[src/rtl/pea_token_writer.sv]
`default_nettype none
// ============================================================================
//  Module      : pea_token_writer
//  Description : Host-side writer that streams one command token and its
//                data tokens into the PEA input FIFOs. It then pulses
//                invoke and waits for firing-complete (FC).
//                Optional macro PEA_TW_ATOMIC_EN: the command is written only
//                once the data FIFO can take the whole burst.
//  Revision    : 1.0  initial release
// ============================================================================
module pea_token_writer #(
    parameter int word_size   = 16,
    parameter int buffer_size = 1024
) (
    input  logic                 clk,
    input  logic                 rst,
    input  logic                 req_valid,
    output logic                 req_ready,
    input  logic [word_size-1:0] req_command,
    input  logic [5:0]           req_count,
    input  logic                 src_valid,
    output logic                 src_ready,
    input  logic [word_size-1:0] src_data,
    input  logic [word_size-1:0] command_free,
    input  logic [word_size-1:0] data_free,
    output logic                 wr_command,
    output logic                 wr_data,
    output logic [word_size-1:0] command_out,
    output logic [word_size-1:0] data_out,
    output logic                 invoke,
    input  logic                 FC,
    output logic                 busy,
    output logic [15:0]          issued_count
);

    // Burst length limit. A FIFO shallower than 32 words lowers it, so that
    // an atomic burst can always fit and CMD cannot deadlock.
    localparam logic [5:0] c_MAX_COUNT = 6'((buffer_size < 32) ? buffer_size : 32);

    localparam logic [2:0] c_ST_IDLE    = 3'd0;
    localparam logic [2:0] c_ST_CMD     = 3'd1;
    localparam logic [2:0] c_ST_DATA    = 3'd2;
    localparam logic [2:0] c_ST_INVOKE  = 3'd3;
    localparam logic [2:0] c_ST_WAIT_FC = 3'd4;

    logic [2:0]           r_state;
    logic [2:0]           w_state_nxt;
    logic [word_size-1:0] r_cmd;
    logic [5:0]           r_count;
    logic                 r_wr_command;
    logic                 r_wr_data;
    logic                 r_invoke;
    logic [word_size-1:0] r_command_out;
    logic [word_size-1:0] r_data_out;
    logic [15:0]          r_issued_count;

    logic [5:0]           w_req_count_clamped;
    logic                 w_cmd_go;
    logic                 w_latch_req;
    logic                 w_src_fire;
    logic                 w_issue_done;
    logic                 w_wr_command_nxt;
    logic                 w_wr_data_nxt;
    logic                 w_invoke_nxt;

    assign w_req_count_clamped = (req_count > c_MAX_COUNT) ? c_MAX_COUNT : req_count;

`ifdef PEA_TW_ATOMIC_EN
    // The command goes out only when the whole burst fits in the data FIFO.
    assign w_cmd_go = (command_free != '0) && (data_free >= word_size'(r_count));
`else
    assign w_cmd_go = (command_free != '0);
`endif

    // State register
    always_ff @(posedge clk or posedge rst) begin
        if (rst) begin
            r_state <= c_ST_IDLE;
        end else begin
            r_state <= w_state_nxt;
        end
    end

    // Next-state decision
    always_comb begin
        w_state_nxt = r_state;
        case (r_state)
            c_ST_IDLE: begin
                if (req_valid) begin
                    w_state_nxt = c_ST_CMD;
                end
            end
            c_ST_CMD: begin
                if (w_cmd_go) begin
                    w_state_nxt = (r_count == 6'd0) ? c_ST_INVOKE : c_ST_DATA;
                end
            end
            c_ST_DATA: begin
                if (w_src_fire && (r_count == 6'd1)) begin
                    w_state_nxt = c_ST_INVOKE;
                end
            end
            c_ST_INVOKE: begin
                w_state_nxt = c_ST_WAIT_FC;
            end
            c_ST_WAIT_FC: begin
                if (FC) begin
                    w_state_nxt = c_ST_IDLE;
                end
            end
            default: begin
                w_state_nxt = c_ST_IDLE;
            end
        endcase
    end

    // Output decode: handshakes and the next values of the registered strobes
    always_comb begin
        req_ready        = (r_state == c_ST_IDLE) && !rst;
        src_ready        = (r_state == c_ST_DATA) && (data_free != '0);
        busy             = (r_state != c_ST_IDLE);
        w_latch_req      = (r_state == c_ST_IDLE) && req_valid;
        w_src_fire       = src_ready && src_valid;
        w_issue_done     = (r_state == c_ST_WAIT_FC) && FC;
        w_wr_command_nxt = (r_state == c_ST_CMD) && w_cmd_go;
        w_wr_data_nxt    = w_src_fire;
        w_invoke_nxt     = (r_state == c_ST_INVOKE);
    end

    // Registered strobes, tokens, request latch and completion counter
    always_ff @(posedge clk or posedge rst) begin
        if (rst) begin
            r_cmd          <= '0;
            r_count        <= '0;
            r_wr_command   <= 1'b0;
            r_wr_data      <= 1'b0;
            r_invoke       <= 1'b0;
            r_command_out  <= '0;
            r_data_out     <= '0;
            r_issued_count <= '0;
        end else begin
            r_wr_command <= w_wr_command_nxt;
            r_wr_data    <= w_wr_data_nxt;
            r_invoke     <= w_invoke_nxt;
            if (w_latch_req) begin
                r_cmd   <= req_command;
                r_count <= w_req_count_clamped;
            end
            if (w_wr_command_nxt) begin
                r_command_out <= r_cmd;
            end
            if (w_src_fire) begin
                r_data_out <= src_data;
                r_count    <= r_count - 6'd1;
            end
            if (w_issue_done) begin
                r_issued_count <= r_issued_count + 16'd1;
            end
        end
    end

    assign wr_command   = r_wr_command;
    assign wr_data      = r_wr_data;
    assign invoke       = r_invoke;
    assign command_out  = r_command_out;
    assign data_out     = r_data_out;
    assign issued_count = r_issued_count;

endmodule
`default_nettype wire

[config.mk]
export PLATFORM = sky130hd
export DESIGN_NAME = pea_token_writer
export DESIGN_NICKNAME = d
export VERILOG_FILES = /design/src/rtl/pea_token_writer.sv
export SDC_FILE = /design/constraint.sdc
export NUM_CORES = 1
export LEC_CHECK = 0
export ABC_AREA = 1
export CORE_UTILIZATION = 45
export DETAILED_ROUTE_END_ITERATION = 10
export MAX_ROUTING_LAYER = met4
export PLACE_DENSITY_LB_ADDON = 0.12
export SLEW_MARGIN = 20
export SYNTH_ARGS = -nofsm -noshare
export SYNTH_HDL_FRONTEND = slang
export SYNTH_SLANG_ARGS = --single-unit
[constraint.sdc]
create_clock -name clk -period 3.6 [get_ports clk]
set_input_delay 1.08 -clock clk [delete_from_list [all_inputs] [get_ports clk]]
set_output_delay 1.08 -clock clk [all_outputs]
set_load 0.02 [all_outputs]
==> results of run 1 <==
-- path summary, 6_finish.rpt --
kind                                    endpoint  startpoint  cells after the start  slack [ns]
worst min-delay path              command_out[7]    r_cmd[7]                      2        0.47
max in group asynchronous            data_out[9]         rst                      3        1.82
worst max-delay path                   req_ready         rst                      3        0.29
worst max register to register        r_count[4]  r_state[0]                      9        1.79
worst min register to register    command_out[7]    r_cmd[7]                      2        0.47
min in group asynchronous       issued_count[11]         rst                      2        1.15
-- area by class of cell --
cell class	instances	share of cell area, %
clock buffer	12	3.22
clock inverter	3	0.879
inverter	36	2.69
multi-input combinational	311	27.8
sequential	76	37.1
tap	99	2.42
timing repair buffer	132	25.9
-- through the flow --
step                      worst slack (ns)  util [%]  hold WS [ns]  cell area [um2]
after global routing                 0.188      69.2         0.496             5120
final                                0.292      69.2         0.466             5120
after floorplan                      0.582         -         0.442             3520
after global placement              0.0913      66.3         0.450             4910
after detailed placement            0.0453      66.3         0.458             4910
after CTS                           0.0413      69.1         0.468             5120
-- state kept, by name (all words and copies together) (netlist names) --
signal	flops
command_out	16
r_cmd	16
wr_data	1
issued_count	16
invoke	1
wr_command	1
data_out	16
r_state	3
r_count	6
-- where the power goes --
part | switching [uW] | total [uW] | internal (uW) | leakage, uW
Clock | 300 | 673 | 373 | 0.000101
Sequential | 216 | 1410 | 1190 | 0.000965
Combinational | 948 | 1680 | 729 | 0.00148
-- logic make-up (layout without fill, tap and decap cells) --
group                      after synthesis  count (layout)  share of synthesized area [%]
xor gates and xnor gates                15              15                           3.73
AOI/OAI and AO/OA                       19              19                           2.70
adders and majority gates                4               4                           1.42
DFF                                     76              76                           54.0
and+or+nand+nor                        273             273                           32.6
buffers and inverters                   45             183                           5.58
-- repair_timing --
item	CTS	global route
resized for setup	0	1
setup buffers	0	0
setup endpoints to repair	0	1
-- worst reg2reg max path, stage by stage, from the launching register on --
cell	delay [ns]
dfrtp_1	0.44
nor2_2	0.24
nand3_1	0.10
buf_4	0.22
inv_2	0.33
nand2_1	0.09
nand2_1	0.09
o21ai_1	0.07
nand2_1	0.09
inv_1	0.05
-- synth_stat cells, drive strengths merged --
| library cell | count |
|---|---|
| a21oi | 1 |
| buf | 9 |
| clkinv | 1 |
| dfrtp | 76 |
| ha | 4 |
| inv | 35 |
| nand2 | 201 |
| nand3 | 16 |
| nand4 | 6 |
| nor2 | 39 |
| nor3 | 10 |
| o21ai | 18 |
| or2 | 1 |
| xnor2 | 1 |
| xor2 | 14 |
-- per-layer routing --
layer	part of all wire [%]	vias up	wire, um
li1	-	1596	-
met1	47	1449	3850
met2	47	100	3840
met3	5.5	7	450
met4	0.82	0	67
met5	0	-	0
==> metrics.csv, run 1 <==
stage,metric,value,unit
pwr,power per cell area,733,nW/um2
clock_network,clk_lat worst skew,0.34,ns
route,final wirelength,8.21,mm
critical_path,CP Max Fanout,2,
finish,Layout Nets,645,
grt,antenna violations before repair,0,
critical_path,CP bufs+invs,2,
timing,Max Slew Vio Count,0,
grt,met2 Usage GRT,35.9,%
timing,"Setup violations, final",0,
timing,Final Cycle Share,91.9,%
clock_network,CTS buffer count,9,
finish,sequential cell area,1900,um2
logic_synthesis,"flops & latches, synth",76,
logic_synthesis,Syn Std Cell Area,3520,um2
timing,RSZ-0062 raised after global routing,false,
critical_path,Startpoint Class,input pin,
timing,Final Hold Viols,0,
die,io pins,129,
logic_synthesis,Gate Count Post-Synth,432,
logic_synthesis,top cell type's share of synthesized area,54.0,%
clock_network,clock sinks,76,
grt,met1 Resource Use GR,28.6,%
clock_network,Post-CTS Hold Fix Bufs,0,
route,vias per inst,4.71,
grt,number of global-route vias before repair,3224,
logic_synthesis,main area contributors after synthesis,"dfrtp_1 (54%), nand2_1 (21%), nor2_1 (3.9%), xor2_1 (3.5%), inv_1 (3.1%)",
clock_network,"Clk pin slew, worst setup/hold paths",0.07,ns
finish,Area Growth Syn to Fin,45.5,%
flow_run,# Max-Cap Violations,0,
clock_network,CTS tree,done,
route,DR iter-0 viols,112,
logic_synthesis,"Avg Cell Area, Syn",8.15,um2
timing,Sum Neg Setup Slack,0,ns
timing,slew margin rel.,59.1,%
critical_path,Crit Path Class,in2out,
critical_path,Most Frequent Cell on Critical Path,clkdlybuf4s50_1,
die,core area,7410,um2
placement,GPL Wtd Cong,0.835,
critical_path,Worst path max stage delay,0.60,ns
pwr,LEAKAGE,0.00254,uW
route,WL/cell,12.3,um
finish,area of the multi-input gates,1420,um2
status,status,completed,
finish,antenna cells,0,
grt,gr ovfl total,0,
grt,gr busiest metal,met2,
critical_path,Worst Path Required,2.52,ns
placement,Port-buffer cells,128,
route,DRC viols,0,
grt,first-pass GRT wire length,14.3,mm
clock_network,CTS H-tree lvls,3,
clock_network,Root Driver,clkbuf_8,
die,Die W,90.5,um
finish,Fillers,618,
pwr,Tot Pwr,3760,uW
die,Die Y,90.5,um
logic_synthesis,Synth Warn #,0,
critical_path,Critical-path top delay cell,clkdlybuf4s50_1,
logic_synthesis,"Distinct cells, synth",25,
clock_network,Bufs on Longest Clock Path,2,
route,Post-DRT Antenna Nets,0,
placement,dpl hpwl,5.95,mm
finish,most frequent cells in the layout,"nand2_1 (199), clkdlybuf4s50_1 (127), dfrtp_1 (76)",
finish,"commonest non-fill, non-tap cell in the layout",nand2_1,
grt,largest net degree at the start of global routing,43,
grt,GR Layer Usage met3,4.46,%
die,Die ar.,8180,um2
logic_synthesis,sequential area share after synthesis,54.0,%
timing,Final Skew,0.00926,ns
route,1st-pass router iterations,4,
timing,FMAX,302,MHz
hold_path,Hold/Removal Path Class,reg2reg,
pwr,Worst VDD drop,0.428,mV
critical_path,worst-path cell chain,clkdlybuf4s50_1 > nor2_1 > clkdlybuf4s50_1,
logic_synthesis,"Net Count, Synth",511,
die,std cell rows,31,
timing,time the worst path needs with I/O delays and setup,3.31,ns
route,vias,3152,
timing,worst slew pin tran,0.613,ns
grt,GRT Util Overall,22.3,%
finish,non-filler instance count after layout,669,
critical_path,Top delay family on crit path,buffers and inverters,
critical_path,Critical Path AT,2.23,ns
die,Initial Util,47.5,%
logic_synthesis,largest area contributor in the netlist,dfrtp_1,
finish,share of cells above drive strength 1,6.49,%
placement,Placed Cells,654,
critical_path,kind of end point of the critical path,output pin,
No activity file was read; power rests on OpenSTA's default activity.
==> inputs of run 2 (changes only) <==
--- a/config.mk
+++ b/config.mk
@@ -10,6 +10,7 @@
 export DETAILED_ROUTE_END_ITERATION = 10
 export MAX_ROUTING_LAYER = met4
 export PLACE_DENSITY_LB_ADDON = 0.12
+export SKIP_LAST_GASP = 1
 export SLEW_MARGIN = 20
 export SYNTH_ARGS = -nofsm -noshare
 export SYNTH_HDL_FRONTEND = slang
==> constraint.sdc (replaced) <==
create_clock -name clk -period 3.15 [get_ports clk]
set_input_delay 0.945 -clock clk [delete_from_list [all_inputs] [get_ports clk]]
set_output_delay 0.945 -clock clk [all_outputs]
set_load 0.02 [all_outputs]
==> run 2 against run 1 <==
Worst hold slack better by 0.0093 ns. Total power grew 11%. Clock skew fell by 0.0041 ns. Critical path depth up 5. Non-clock buffer count grew 2. First-iteration DRC count is 44% higher. Critical endpoint is now src_ready. Highest routed layer unchanged.
==> metrics.csv, run 2 (synthesized netlist as in run 1, its figures left out) <==
stage,metric,value,unit,change
clock_network,"Clk pin slew, worst setup/hold paths",0.07,ns,about the same
clock_network,Bufs on Longest Clock Path,2,,unchanged
clock_network,CTS tree,done,,
die,Initial Util,47.5,%,unchanged
critical_path,Critical Path AT,2.13,ns,-0.10 ns
pwr,power per cell area,817,nW/um2,+11%
finish,most frequent cells in the layout,"nand2_1 (199), clkdlybuf4s50_1 (127), dfrtp_1 (76)",,
timing,final worst slack,0.0779,ns,-0.214 ns
die,std cell rows,31,,unchanged
route,WL/cell,12.2,um,-0.65%
critical_path,worst-path cell chain,clkdlybuf4s50_1 > nor2_2 > nand2_1 > nor2_1 > nand2_1 > nand2_1 > inv_1 > dlygate4sd2_1,,
finish,Layout Nets,647,,+0.31%
timing,time the worst path needs with I/O delays and setup,3.07,ns,
critical_path,CP Max Fanout,2,,unchanged
route,Post-DRT Antenna Nets,0,,unchanged
clock_network,Post-CTS Setup Inserts,0,,unchanged
finish,"commonest non-fill, non-tap cell in the layout",nand2_1,,
timing,slew margin rel.,59.9,%,+0.80 points
finish,antenna cells,0,,unchanged
placement,GPL Wtd Cong,0.824,,-1.3%
critical_path,CP bufs+invs,3,,+1
timing,Final Skew,0.00513,ns,-0.00412 ns
grt,gr ovfl total,0,,unchanged
critical_path,Worst path max stage delay,0.42,ns,-0.18 ns
status,status,completed,,
clock_network,CTS H-tree lvls,3,,unchanged
timing,Max Slew Vio Count,0,,unchanged
route,DRC viols,0,,unchanged
placement,Port-buffer cells,128,,unchanged
placement,Post-Place Setup Slack,-0.118,ns,-0.164 ns
flow_run,# Max-Cap Violations,0,,unchanged
pwr,Worst VDD drop,0.542,mV,+26%
finish,Area Growth Syn to Fin,44.7,%,
clock_network,Root Driver,clkbuf_8,,
route,final wirelength,8.18,mm,-0.35%
clock_network,clk_lat worst skew,0.34,ns,about the same
critical_path,Critical-path top delay cell,clkdlybuf4s50_1,,
critical_path,Startpoint Class,input pin,,
timing,"Setup violations, final",0,,unchanged
timing,Final Hold Viols,0,,unchanged
pwr,LEAKAGE,0.00253,uW,-0.67%
critical_path,kind of end point of the critical path,output pin,,
timing,FMAX,326,MHz,
placement,dpl hpwl,5.97,mm,+0.26%
critical_path,Crit Path Class,in2out,,
die,core area,7410,um2,unchanged
grt,number of global-route vias before repair,3148,,-2.4%
timing,Sum Neg Setup Slack,0,ns,unchanged
finish,non-filler instance count after layout,671,,+0.30%
critical_path,Top delay family on crit path,buffers and inverters,,
clock_network,CTS buffer count,9,,unchanged
route,vias,3177,,+0.79%
die,io pins,129,,unchanged
critical_path,Most Frequent Cell on Critical Path,nand2_1,,
finish,share of cells above drive strength 1,6.82,%,+0.33 points
placement,Placed Cells,656,,+0.31%
grt,first-pass GRT wire length,14.0,mm,-1.9%
grt,antenna violations before repair,0,,unchanged
grt,GRT Util Overall,21.9,%,-0.41 points
critical_path,Worst Path Required,2.20,ns,-0.32 ns
die,Die W,90.5,um,unchanged
die,Die Y,90.5,um,unchanged
clock_network,clock sinks,76,,unchanged
grt,largest net degree at the start of global routing,44,,+2.3%
route,1st-pass router iterations,4,,unchanged
timing,Final Cycle Share,97.5,%,
route,vias per inst,4.73,,+0.49%
timing,Hold Slack,0.475,ns,+0.00933 ns
hold_path,Hold/Removal Path Class,reg2reg,,
die,Die ar.,8180,um2,unchanged
route,DR iter-0 viols,161,,+44%
timing,RSZ-0062 raised after global routing,false,,
timing,worst slew pin tran,0.601,ns,-0.0120 ns
==> run 2: final timing paths <==
path / startpoint / end / slack (ns) / cells after the start
setup reg to reg: issued_count[0] / issued_count[8] / 1.53 / 6
hold reg to reg: r_cmd[6] / command_out[6] / 0.48 / 2
setup / recovery: data_free[15] / src_ready / 0.08 / 8
min in group asynchronous: rst / invoke / 1.01 / 2
max in group asynchronous: rst / r_cmd[13] / 1.52 / 3
hold / removal: r_cmd[6] / command_out[6] / 0.48 / 2
==> run 2: through the flow <==
| stage | power, uW | utilization (%) | area, um2 |
|---|---|---|---|
| after floorplan | 2740 | - | 3520 |
| after global placement | 3500 | 66.5 | 4930 |
| after detailed placement | 3550 | 66.5 | 4930 |
| after CTS | 4210 | 68.7 | 5090 |
| after global routing | 4490 | 68.8 | 5090 |
| final | 4160 | 68.8 | 5090 |
==> run 2: what timing repair did <==
| action | CTS | global route |
|---|---|---|
| hold buffers | 0 | 0 |
| pin swaps | 0 | 0 |
| endpoints found under the setup margin | 1 | 1 |
| endpoints found under the hold margin | 0 | 0 |
| resized for setup | 1 | 1 |
==> run 2: where the power goes <==
| group | internal [uW] | total (uW) | switching [uW] |
|---|---|---|---|
| Clock | 302 | 639 | 337 |
| Combinational | 840 | 1920 | 1080 |
| Sequential | 1360 | 1600 | 245 |
| Total | 2500 | 4160 | 1660 |
==> run 2: layout make-up <==
cell class | instances | area [um2]
Clock buffer | 11 | 141
Inverter | 36 | 138
Multi-Input combinational cell | 311 | 1430
Fill cell | 602 | 2310
Sequential cell | 76 | 1900
Tap cell | 99 | 124
Timing Repair Buffer | 134 | 1340
Clock inverter | 4 | 26.3
==> run 2: routing by layer <==
| metal | routed length [um] | global-route usage (%) |
|---|---|---|
| met5 | 0 | - |
| met4 | 147 | 8.06 |
| met3 | 407 | 4.97 |
| met2 | 3810 | 35.3 |
| met1 | 3810 | 27.0 |
==> run 2: worst reg2reg max path, stage by stage (launching register included) <==
cell	delay, ns
dfrtp_1	0.42
ha_1	0.19
nand3_1	0.13
nor3_1	0.34
nand2_2	0.15
nor2_1	0.15
xor2_1	0.16
